### src/rtl/alarm_ctrl.sv
// Arm/disarm/trigger controller: conditions the IR sense input, runs exit, hold and lockout timers, checks the passcode.
// Motion-to-state latency is DEBOUNCE_CYC+4 edges; there is no backpressure, and all outputs are registered or decoded from registers.
module alarm_ctrl #(
  parameter int         CLK_HZ        = 50_000_000,
  parameter int         DEBOUNCE_CYC  = 500_000,
  parameter int         EXIT_DELAY_S  = 10,
  parameter int         ALARM_HOLD_S  = 60,
  parameter int         LOCKOUT_S     = 30,
  parameter int         MAX_TRIES     = 3,
  parameter logic [9:0] SHUTDOWN_CODE = 10'h112
) (
  input  logic       iCLK,
  input  logic       iRST,
  input  logic       iSENSE,
  input  logic [9:0] iSW,
  input  logic       iARM,
  input  logic       iENTER,
  output logic       oVideo_On,
  output logic       oAlarm,
  output logic       oArmed,
  output logic [2:0] oState,
  output logic [7:0] oSecs_Left,
  output logic [2:0] oFails,
  output logic       oTick
);

  localparam int PW = $clog2(CLK_HZ + 1);
  localparam int DW = $clog2(DEBOUNCE_CYC + 1);
  localparam logic [PW-1:0] TICK_LAST = PW'(CLK_HZ - 1);
  localparam logic [DW-1:0] DB_LAST   = DW'(DEBOUNCE_CYC - 1);
  localparam logic [7:0]    EXIT_S8   = 8'(EXIT_DELAY_S);
  localparam logic [7:0]    HOLD_S8   = 8'(ALARM_HOLD_S);
  localparam logic [7:0]    LOCK_S8   = 8'(LOCKOUT_S);
  localparam logic [2:0]    TRIES3    = 3'(MAX_TRIES);

  typedef enum logic [2:0] {
    ST_DISARMED = 3'd0,
    ST_EXIT     = 3'd1,
    ST_ARMED    = 3'd2,
    ST_ALARM    = 3'd3,
    ST_LOCKOUT  = 3'd4
  } state_t;

  logic          sync1, sync2, deb, deb_d, motion_pre, motion;
  logic [DW-1:0] db_cnt;
  logic [PW-1:0] pre_cnt;
  logic          arm_q, arm_d, enter_q, enter_d;
  logic          tick, arm_p, enter_p, code_ok;
  state_t        state;
  logic [7:0]    secs;
  logic [2:0]    fails, fails_inc;
  logic          video, alarm, armed;

  // Sense path: 2-FF sync, stability counter, then a two-stage edge pipeline.
  always_ff @(posedge iCLK or posedge iRST) begin
    if (iRST) begin
      sync1      <= 1'b0;
      sync2      <= 1'b0;
      deb        <= 1'b0;
      deb_d      <= 1'b0;
      db_cnt     <= '0;
      motion_pre <= 1'b0;
      motion     <= 1'b0;
    end else begin
      sync1 <= iSENSE;
      sync2 <= sync1;
      if (sync2 != deb) begin
        if (db_cnt == DB_LAST) begin
          deb    <= sync2;
          db_cnt <= '0;
        end else begin
          db_cnt <= db_cnt + 1'b1;
        end
      end else begin
        db_cnt <= '0;
      end
      deb_d      <= deb;
      motion_pre <= deb ^ deb_d;
      motion     <= motion_pre;
    end
  end

  always_ff @(posedge iCLK or posedge iRST) begin
    if (iRST) begin
      pre_cnt <= '0;
      arm_q   <= 1'b0;
      arm_d   <= 1'b0;
      enter_q <= 1'b0;
      enter_d <= 1'b0;
    end else begin
      pre_cnt <= (pre_cnt == TICK_LAST) ? '0 : pre_cnt + 1'b1;
      arm_q   <= iARM;
      arm_d   <= arm_q;
      enter_q <= iENTER;
      enter_d <= enter_q;
    end
  end

  assign tick      = (pre_cnt == TICK_LAST);
  assign arm_p     = arm_q & ~arm_d;
  assign enter_p   = enter_q & ~enter_d;
  assign code_ok   = (iSW == SHUTDOWN_CODE);
  assign fails_inc = (fails >= TRIES3) ? fails : fails + 3'd1;

  // Priority: code match > mismatch lockout > motion > tick.
  always_ff @(posedge iCLK or posedge iRST) begin
    if (iRST) begin
      state <= ST_DISARMED;
      secs  <= 8'd0;
      fails <= 3'd0;
      video <= 1'b0;
      alarm <= 1'b0;
      armed <= 1'b0;
    end else begin
      case (state)
        ST_DISARMED: begin
          if (arm_p) begin
            state <= ST_EXIT;
            secs  <= EXIT_S8;
            armed <= 1'b1;
          end
        end
        ST_LOCKOUT: begin
          if (tick) begin
            if (secs == 8'd1) begin
              state <= ST_ARMED;
              secs  <= 8'd0;
              fails <= 3'd0;
              video <= 1'b0;
              alarm <= 1'b0;
            end else if (secs != 8'd0) begin
              secs <= secs - 8'd1;
            end
          end
        end
        ST_EXIT, ST_ARMED, ST_ALARM: begin
          if (enter_p && code_ok) begin
            state <= ST_DISARMED;
            secs  <= 8'd0;
            fails <= 3'd0;
            video <= 1'b0;
            alarm <= 1'b0;
            armed <= 1'b0;
          end else if (enter_p && fails_inc == TRIES3) begin
            state <= ST_LOCKOUT;
            secs  <= LOCK_S8;
            fails <= fails_inc;
            video <= 1'b1;
            alarm <= 1'b1;
          end else begin
            if (enter_p) fails <= fails_inc;
            if (state == ST_ARMED) begin
              if (motion) begin
                state <= ST_ALARM;
                secs  <= HOLD_S8;
                video <= 1'b1;
                alarm <= 1'b1;
              end
            end else if (state == ST_ALARM && motion) begin
              secs <= HOLD_S8;
            end else if (tick) begin
              if (secs == 8'd1) begin
                state <= ST_ARMED;
                secs  <= 8'd0;
                video <= 1'b0;
                alarm <= 1'b0;
              end else if (secs != 8'd0) begin
                secs <= secs - 8'd1;
              end
            end
          end
        end
        default: begin
          state <= ST_DISARMED;
          secs  <= 8'd0;
          fails <= 3'd0;
          video <= 1'b0;
          alarm <= 1'b0;
          armed <= 1'b0;
        end
      endcase
    end
  end

  assign oVideo_On  = video;
  assign oAlarm     = alarm;
  assign oArmed     = armed;
  assign oState     = state;
  assign oSecs_Left = secs;
  assign oFails     = fails;
  assign oTick      = tick;

endmodule

### config.mk
export PLATFORM = sky130hd
export DESIGN_NAME = alarm_ctrl
export DESIGN_NICKNAME = d
export VERILOG_FILES = /design/src/rtl/alarm_ctrl.sv
export SDC_FILE = /design/constraint.sdc
export NUM_CORES = 1
export LEC_CHECK = 0
export BUFFER_PORTS_ARGS = -buffer_cell sky130_fd_sc_hd__buf_2
export CAP_MARGIN = 30
export CORE_MARGIN = 1.5
export CORE_UTILIZATION = 50
export DETAILED_ROUTE_END_ITERATION = 16
export GPL_TIMING_DRIVEN = 0
export PLACE_DENSITY = 0.67
export SLEW_MARGIN = 20
export SYNTH_ARGS = -nofsm -noshare
export SYNTH_HDL_FRONTEND = slang
export SYNTH_SLANG_ARGS = --single-unit
export TNS_END_PERCENT = 5
### constraint.sdc
create_clock -name iCLK -period 3.4 [get_ports iCLK]
set_input_delay 0.51 -clock iCLK [delete_from_list [all_inputs] [get_ports iCLK]]
set_output_delay 0.51 -clock iCLK [all_outputs]
set_load 0.01 [all_outputs]
==> results of run 1 <==
state kept, by name, indices dropped and copies added (netlist names), 3 cells and up:
| register | flops |
|---|---|
| pre_cnt | 26 |
| db_cnt | 19 |
| oSecs_Left | 8 |
| oFails | 3 |
| oState | 3 |
power groups by stage:
stage | Clock, uW | Sequential (uW) | Combinational [uW]
after CTS | 607 | 985 | 744
after detailed placement | 0 | 1000 | 742
after global routing | 641 | 992 | 841
final | 591 | 983 | 750
after floorplan | 0 | 1010 | 517
after global placement | 0 | 997 | 724
path summary, 6_finish.rpt:
path / endpoint / cells past startpoint
worst min register to register: motion$_DFF_PP0_ / 0
min in group iCLK: sync1$_DFF_PP0_ / 1
worst max register to register: oState[1]$_DFFE_PP0P_ / 9
worst min-delay path: oSecs_Left[1]$_DFFE_PP0P_ / 2
worst max-delay path: oTick / 8
max in group asynchronous: pre_cnt[24]$_DFF_PP0_ / 3
cell type report:
cell class              count  area [um2]  share of cell area
clock buffers              12         145              0.0334
well taps                  99         124              0.0285
plain buffers              14        61.3              0.0141
multi-input cells         297        1900               0.437
clock inverters             3        18.8             0.00432
repair buffers             37         218              0.0501
inverters                  19        77.6              0.0178
flip-flops and latches     72        1800               0.415
layer usage:
metal,wire length [um],global-route usage,vias up,share of wire
met4,131,0.0873,0,0.016
li1,-,-,1523,-
met5,0,0,-,0
met1,3830,0.296,1522,0.48
met3,346,0.0396,12,0.043
met2,3750,0.329,73,0.47
stage by stage:
step	area [um2]	hold WS, ns	setup slack, ns
after floorplan	3830	0.331	1.07
after global placement	4120	0.332	0.213
after detailed placement	4150	0.335	0.469
after CTS	4310	0.110	0.0932
after global routing	4350	0.136	0.109
final	4350	0.109	0.291
cell families after synthesis:
kind of cell             after synthesis
AND/OR/NAND/NOR                      189
flip-flops                            72
AO/OA/AOI/OAI                         54
XOR/XNOR                              43
buffers and inverters                 33
adder cells (fa/ha/maj)                7
multiplexers                           4
cells in the final DEF, fill, tap and decap left out, drive strengths merged, types with 4 or more instances in the layout:
cell type	netlist	final
xor2	11	11
a21oi	14	14
nor4	12	12
nand2	22	22
nor3	18	18
nand4	13	13
inv	18	18
and2	7	7
a31oi	6	6
and3	4	4
dfrtp	72	72
nor2b	5	5
buf	3	40
o21ai	6	6
ha	7	7
nor2	57	57
o22ai	6	6
or3	4	4
and4	5	5
clkbuf	11	23
nand3	21	21
xnor2	32	32
timing repair:
item                                    4_1_cts  5_1_grt
setup buffers                                 0        4
endpoints found under the setup margin        0        1
hold buffers                                  0        0
resized for setup                             0        1
critical path: cells and delay by family, from the launching register on:
kind	cells	cell delay (ns)
buf+inv	4	1.08
simple gates	3	0.48
flops	1	0.42
fa+ha+maj	1	0.26
==> flow_metrics.py, run 1 <==
metrics = {
    "pwr": {
        "p_int_uw": 1500,
        "max-vdd-ir-drop_v": 0.000213,
        "clockPowerShare": 0.254,
        "netSwitchingPower_uw": 827,
        "seq_power_share": 0.423,
        "p_sw_frac": 0.356,
        "p_per_area_nw_per_um2": 535,
        "combPwrFrac": 0.323,
        "leakagePower_uw": 0.00188,
        "power_uw": 2320,
    },
    "yosys": {
        "synthAdderAreaFrac": 0.0228,
        "synth_top_area_frac": 0.470,
        "synth_most_common_cell": "dfrtp_1",
        "synthesis.nets": 424,
        "yosysWarnings": 0,
        "dominantRegCellSynth": "dfrtp_1",
        "ys_seq_elements": 72,
        "synth_area_um2": 3830,
        "synth_top_family_by_area": "simple AND/OR/NAND/NOR gates",
        "synthMuxAreaShare": 0.0108,
        "synthArstFlopShare": 1.00,
        "ys_types": 58,
        "synth_area_leader_cell": "dfrtp_1",
        "ys_top_cells_by_count": "72 x dfrtp_1, 57 x nor2_1, 32 x xnor2_1",
        "synthSimpleGateAreaFrac": 0.262,
        "ys_seq_area_frac": 0.470,
        "yosys-top-cells-area": "dfrtp_1 47%, xnor2_1 7.3%, nor2_1 5.6%",
        "synth_xor_area_frac": 0.0982,
        "synth_cells": 402,
        "synth-edff-count": 0,
        "synth_compound_area_frac": 0.102,
        "avgSynthCellArea_um2": 9.54,
    },
    "grt": {
        "overflow": 0,
        "antenna_found_initial": 0,
        "grt_usage": 0.214,
        "grt_pass1_vias": 3016,
        "grt_max_degree": 52,
        "grt_pass1_wl_um": 14200,
    },
    "timing": {
        "rsz0062_at_grt": "no",
        "worst_pin_slew_ns": 0.902,
        "fmax_mhz": 322,
        "drv_slew": 0,
        "tns_ns": 0,
        "hold_violations": 0,
        "skew_ns": 0.0117,
        "setup_viol": 0,
        "period_needed_ns": 3.11,
        "fin_crit_sh": 0.914,
        "slew_headroom": 0.390,
    },
    "layout": {
        "nNetsFinal": 472,
        "drive_gt1_frac": 0.152,
        "fin_cells": 553,
        "num_antenna_cells": 0,
        "post-route-util": 0.593,
        "syn2layout_area_growth_pct": 13.3,
        "fillers": 667,
    },
    "worst_setup_path": {
        "arrival_ns": 2.60,
        "crit_slowest_cell": "dfrtp_1",
        "worst_setup_path_end_kind": "output port",
        "critPathMaxStageDelay_ns": 0.42,
        "path_class": "register to output port",
        "required_ns": 2.89,
        "path_common_cell": "buf_2",
        "r2r_start": "pre_cnt[0]$_DFF_PP0_",
        "cp_cell_sequence": "ha_1, and2_0, nand4_1, or2_2, clkbuf_1, clkinvlp_4, buf_2, buf_2",
        "critPathLaunchType": "register",
        "r2r_slack_ns": 0.94,
        "cp_max_fo": 10,
        "critPathLaunch": "pre_cnt[0]$_DFF_PP0_",
    },
    "place": {
        "gp_congestion": 0.837,
        "hpwl_um": 5660,
        "port_buffers": 32,
        "placed_cells": 534,
    },
    "floorplanning": {
        "die_w_um": 90.6,
        "io_pins": 33,
        "num_rows": 31,
        "initial_core_util": 0.523,
        "die_area_um2": 8200,
        "fp.dieH_um": 90.6,
        "core_area_um2": 7330,
    },
    "clock_network": {
        "clk_path_buf_depth": 2,
        "clk_pin_slew_ns": 0.08,
        "h-tree-depth": 3,
        "cts_buffers": 9,
        "cts_sinks": 72,
        "cts_tree": "done",
        "clock_latency_ns": 0.35,
        "cts_root_buf": "clkbuf_8",
    },
    "route": {
        "post_drt_wl_per_cell_um": 14.6,
        "first_pass_iters": 5,
        "finalWirelength_um": 8050,
        "drt-initial-drc-count": 135,
        "vias": 3130,
        "drc": 0,
        "via_per_inst": 5.66,
        "drtAntennaViolNets": 0,
    },
    "outcome": {
        "status": "finished, final reports clean",
    },
    "flow_run": {
        "cap_viol_max_count": 0,
    },
    "min_path": {
        "hp-class": "primary input to async pin",
    },
}
(Power assumes the default switching activity.)
==> run 2, diff against run 1 <==
- CORE_UTILIZATION: 50 -> 64
- PLACE_DENSITY: 0.67 -> 0.83
==> flow_metrics.py, run 2 (synthesis gave the netlist of run 1 again) <==
metrics = {
    "pwr": {
        "p_per_area_nw_per_um2": 587,
        "leakagePower_uw": 0.00189,
        "max-vdd-ir-drop_v": 0.000361,
    },
    "grt": {
        "grt_pass1_wl_um": 13500,
        "grt_max_degree": 59,
        "grt_usage": 0.273,
        "antenna_found_initial": 0,
        "overflow": 0,
        "grt_pass1_vias": 2883,
    },
    "worst_setup_path": {
        "worst_setup_path_end_kind": "output port",
        "arrival_ns": 2.73,
        "critPathLaunch": "pre_cnt[0]$_DFF_PP0_",
        "r2r_start": "pre_cnt[0]$_DFF_PP0_",
        "path_class": "register to output port",
        "critPathLaunchType": "register",
        "required_ns": 2.89,
        "cp_max_fo": 10,
    },
    "flow_run": {
        "cap_viol_max_count": 0,
    },
    "timing": {
        "skew_ns": 0.00855,
        "setup_viol": 0,
        "tns_ns": 0,
        "fmax_mhz": 309,
        "worst_pin_slew_ns": 0.918,
        "slew_headroom": 0.379,
        "period_needed_ns": 3.24,
        "fin_crit_sh": 0.952,
        "rsz0062_at_grt": "no",
        "hold_violations": 0,
        "drv_slew": 0,
    },
    "place": {
        "hpwl_um": 5670,
        "port_buffers": 32,
        "gp_congestion": 0.906,
        "placed_cell_area_um2": 4120,
    },
    "floorplanning": {
        "initial_core_util": 0.655,
        "io_pins": 33,
        "die_w_um": 80.4,
        "die_area_um2": 6470,
        "core_area_um2": 5850,
        "fp.dieH_um": 80.4,
        "num_rows": 28,
    },
    "layout": {
        "syn2layout_area_growth_pct": 13.9,
        "regMostFlops": "pre_cnt",
        "fillers": 373,
        "largest_register_ffs": 26,
        "postLayoutCellArea_um2": 4370,
        "drive_gt1_frac": 0.149,
        "num_antenna_cells": 0,
        "nNetsFinal": 468,
        "final_common_cell": "dfrtp_1",
        "mostFrequentLayoutCells": "72 x dfrtp_1, 57 x nor2_1, 33 x buf_2",
    },
    "clock_network": {
        "cts_buffers": 9,
        "cts_root_buf": "clkbuf_8",
        "clk_path_buf_depth": 2,
        "clock_latency_ns": 0.34,
        "cts_sinks": 72,
        "cts_hold_buf": 0,
        "cts_tree": "done",
        "h-tree-depth": 3,
        "clk_pin_slew_ns": 0.08,
    },
    "route": {
        "first_pass_iters": 4,
        "finalWirelength_um": 8180,
        "via_per_inst": 6.02,
        "drc": 0,
        "vias": 3168,
        "drtAntennaViolNets": 0,
        "post_drt_wl_per_cell_um": 15.5,
        "drt-initial-drc-count": 178,
    },
    "outcome": {
        "status": "finished, final reports clean",
    },
    "min_path": {
        "hp-class": "primary input to async pin",
    },
}
-- run 2: cell count changes in the layout (fill, tap and decap cells not counted) --
| cell | delta |
|---|---|
| buf_4 | -4 |
| bufinv_16 | +3 |
| clkbuf_1 | -1 |
| clkinv_2 | -1 |
-- run 2: timing repair --
action	in CTS	in global routing
setup endpoints to repair	0	1
buffers inserted	0	0
gates resized for setup	0	1
-- run 2: area by class of cell --
class                      instances  area [um2]  area share
buffer                            14        61.3      0.0140
clock buffer                      11         141      0.0324
clock inverter                     5         104      0.0238
inverter                          19        77.6      0.0178
multi-input combinational        297        1900       0.435
sequential                        72        1800       0.412
tap                               75        93.8      0.0215
timing repair buffer              33         188      0.0430
-- run 2: path summary, 6_finish.rpt --
| check | cells past startpoint | to | slack, ns |
|---|---|---|---|
| max in group asynchronous | 3 | oSecs_Left[5]$_DFFE_PP0P_ | 2.80 |
| worst max register to register | 8 | pre_cnt[17]$_DFF_PP0_ | 0.97 |
| worst min-delay path | 2 | db_cnt[8]$_DFF_PP0_ | 0.08 |
| worst min register to register | 0 | motion$_DFF_PP0_ | 0.36 |
| worst max-delay path | 8 | oTick | 0.16 |
| min in group iCLK | 1 | enter_q$_DFF_PP0_ | 0.27 |
-- run 2: per-stage QoR --
stage | power, uW | hold WS (ns) | setup WS, ns | utilization | cells
global placement | 1720 | 0.333 | 0.292 | 0.699 | 509
finish | 2570 | 0.0837 | 0.163 | 0.747 | 526
floorplan | 1530 | 0.331 | 1.07 | - | 402
global route | 2710 | 0.0783 | 0.0429 | 0.747 | 526
detailed placement | 1740 | 0.336 | 0.526 | 0.704 | 510
CTS | 2570 | 0.0813 | 0.141 | 0.746 | 526
-- run 2: report_power, final --
group	switching (uW)	internal (uW)	total, uW
combinational	448	298	746
sequential	64.6	919	984
clock	327	508	835
total	839	1730	2570
-- run 2: per-layer routing --
layer,track usage,wire length [um]
met1,0.364,3670
met2,0.439,4030
met3,0.0591,338
met4,0.0931,142
met5,0,0
-- run 2: worst max-delay path, stage by stage, from the launching register on --
cell        delay [ns]
dfrtp_1           0.44
ha_1              0.26
and2_0            0.23
nand4_1           0.14
or2_2             0.11
clkbuf_1          0.38
clkinvlp_4        0.39
buf_2             0.28
buf_2             0.16
==> run 3, diff against run 2 <==
- BUFFER_PORTS_ARGS: -buffer_cell sky130_fd_sc_hd__buf_2 -> unset
- CORE_UTILIZATION: 64 -> 45
- DONT_BUFFER_PORTS: unset -> 1
- PLACE_DENSITY: 0.83 -> 0.58
==> flow_metrics.py, run 3 (synthesis gave the netlist of run 1 again) <==
metrics = {
    "route": {
        "finalWirelength_um": 8100,
        "drt-initial-drc-count": 74,
        "drtAntennaViolNets": 0,
        "first_pass_iters": 4,
        "drc": 0,
        "vias": 2985,
        "via_per_inst": 5.69,
        "post_drt_wl_per_cell_um": 15.4,
    },
    "min_path": {
        "hold_end": "enter_q$_DFF_PP0_",
        "hp-class": "primary input to register",
        "worstHoldStart": "iENTER",
        "worstHoldPathCells": 0,
    },
    "pwr": {
        "leakagePower_uw": 0.00171,
        "seq_power_share": 0.445,
        "netSwitchingPower_uw": 855,
        "combPwrFrac": 0.292,
        "p_int_uw": 1440,
        "clockPowerShare": 0.263,
        "max-vdd-ir-drop_v": 0.000194,
        "p_per_area_nw_per_um2": 550,
        "p_sw_frac": 0.372,
    },
    "grt": {
        "overflow": 0,
        "grt_usage": 0.192,
        "grt_pass1_wl_um": 13500,
        "grt_max_degree": 58,
        "grt_pass1_vias": 2889,
        "antenna_found_initial": 0,
    },
    "worst_setup_path": {
        "required_ns": 2.89,
        "r2r_start": "pre_cnt[0]$_DFF_PP0_",
        "worst_setup_path_end_kind": "output port",
        "arrival_ns": 2.59,
        "r2r_slack_ns": 0.96,
        "critPathLaunchType": "register",
        "path_class": "register to output port",
        "cp_max_fo": 10,
        "r2r_cells": 8,
        "r2r-end": "pre_cnt[15]$_DFF_PP0_",
    },
    "floorplanning": {
        "initial_core_util": 0.467,
        "fp.dieH_um": 95.3,
        "core_area_um2": 8220,
        "die_w_um": 95.3,
        "num_rows": 33,
        "io_pins": 33,
        "die_area_um2": 9080,
    },
    "layout": {
        "fin_cells": 525,
        "syn2layout_area_growth_pct": 8.94,
        "ff_latch_area_um2": 1800,
        "mostFrequentLayoutCells": "72 x dfrtp_1, 57 x nor2_1, 32 x xnor2_1",
        "fillers": 774,
        "multi_input_area_um2": 1900,
        "final_common_cell": "dfrtp_1",
        "regMostFlops": "pre_cnt",
        "drive_gt1_frac": 0.0833,
        "num_antenna_cells": 0,
        "nNetsFinal": 437,
        "largest_register_ffs": 26,
    },
    "timing": {
        "fmax_mhz": 323,
        "drv_slew": 0,
        "tns_ns": 0,
        "hold_violations": 0,
        "rsz0062_at_grt": "no",
        "fin_crit_sh": 0.911,
        "worst_slack_ns": 0.303,
        "worst_pin_slew_ns": 0.924,
        "skew_ns": 0.0153,
        "hold_slack_ns": 0.183,
        "setup_viol": 0,
        "slew_headroom": 0.376,
        "period_needed_ns": 3.10,
    },
    "outcome": {
        "status": "finished, final reports clean",
    },
    "clock_network": {
        "clock_latency_ns": 0.35,
        "h-tree-depth": 3,
        "cts_tree": "done",
        "cts_sinks": 72,
        "cts_buffers": 9,
        "cts_root_buf": "clkbuf_8",
        "post_cts_buffers": 0,
        "clk_pin_slew_ns": 0.09,
        "clk_path_buf_depth": 2,
    },
    "place": {
        "gp_congestion": 0.871,
        "port_buffers": 0,
        "pre_cts_ws_ns": 0.656,
        "placed_cells": 508,
        "hpwl_um": 5740,
    },
    "flow_run": {
        "cap_viol_max_count": 0,
    },
}
==> run 3: cell count changes in the layout (fill, tap and decap cells not counted), sizes merged <==
cell,change
buf,-32
bufinv,-3
clkinv,+3
clkbuf,-2
clkinvlp,+1
dlygate4sd3,+1
inv,+1
==> run 3: critical path, cell delays in order, from the launching register on <==
cell      delay [ns]
dfrtp_1         0.43
ha_1            0.25
and2_0          0.24
nand4_1         0.16
or2_2           0.11
clkbuf_1        0.30
clkinv_1        0.42
buf_2           0.34
==> run 3: final cells by class <==
cell class / instances / share of cell area
multi-input cells: 297 / 0.455
clock inverters: 7 / 0.0114
clock buffers: 9 / 0.0296
inverters: 19 / 0.0177
well taps: 105 / 0.0314
plain buffers: 14 / 0.0147
repair buffers: 2 / 0.00898
flip-flops and latches: 72 / 0.431
==> run 3: layer usage <==
layer,GRT usage,vias up,share of wire
met2,0.299,62,0.46
met4,0.0908,0,0.028
met1,0.257,1447,0.47
met3,0.0375,21,0.038
met5,0,-,0
li1,-,1455,-
==> run 3: worst max path at each step <==
stage / slack, ns / start / cells past startpoint / end
5_1_grt: 0.06 / pre_cnt[0]$_DFF_PP0_ / 7 / oTick
3_3_place_gp: 0.24 / iRST / 1 / oVideo_On$_DFFE_PP0P_
2_1_floorplan: 1.07 / iRST / 1 / arm_d$_DFF_PP0_
3_5_place_dp: 0.66 / pre_cnt[0]$_DFF_PP0_ / 7 / oTick
4_1_cts: 0.26 / pre_cnt[0]$_DFF_PP0_ / 7 / oTick
6_report: 0.30 / pre_cnt[0]$_DFF_PP0_ / 7 / oTick
==> run 3: through the flow <==
stage	util	power, uW	instance area (um2)
floorplan	-	1530	3830
global placement	0.483	1680	3970
detailed placement	0.486	1700	4000
CTS	0.508	2320	4180
global route	0.508	2450	4180
finish	0.508	2300	4180
==> run 3: power by group through the flow <==
stage / registers, uW / logic [uW] / clock network (uW)
6_report: 1020 / 671 / 605
5_1_grt: 1030 / 746 / 670
3_5_place_dp: 1040 / 662 / 0
2_1_floorplan: 1010 / 517 / 0
3_3_place_gp: 1040 / 647 / 0
4_1_cts: 1020 / 666 / 628
==> run 3: repair_timing <==
| item | 4_1_cts | 5_1_grt |
|---|---|---|
| hold buffers | 1 | 0 |
| resized for setup | 0 | 0 |
| endpoints found under the hold margin | 15 | 0 |
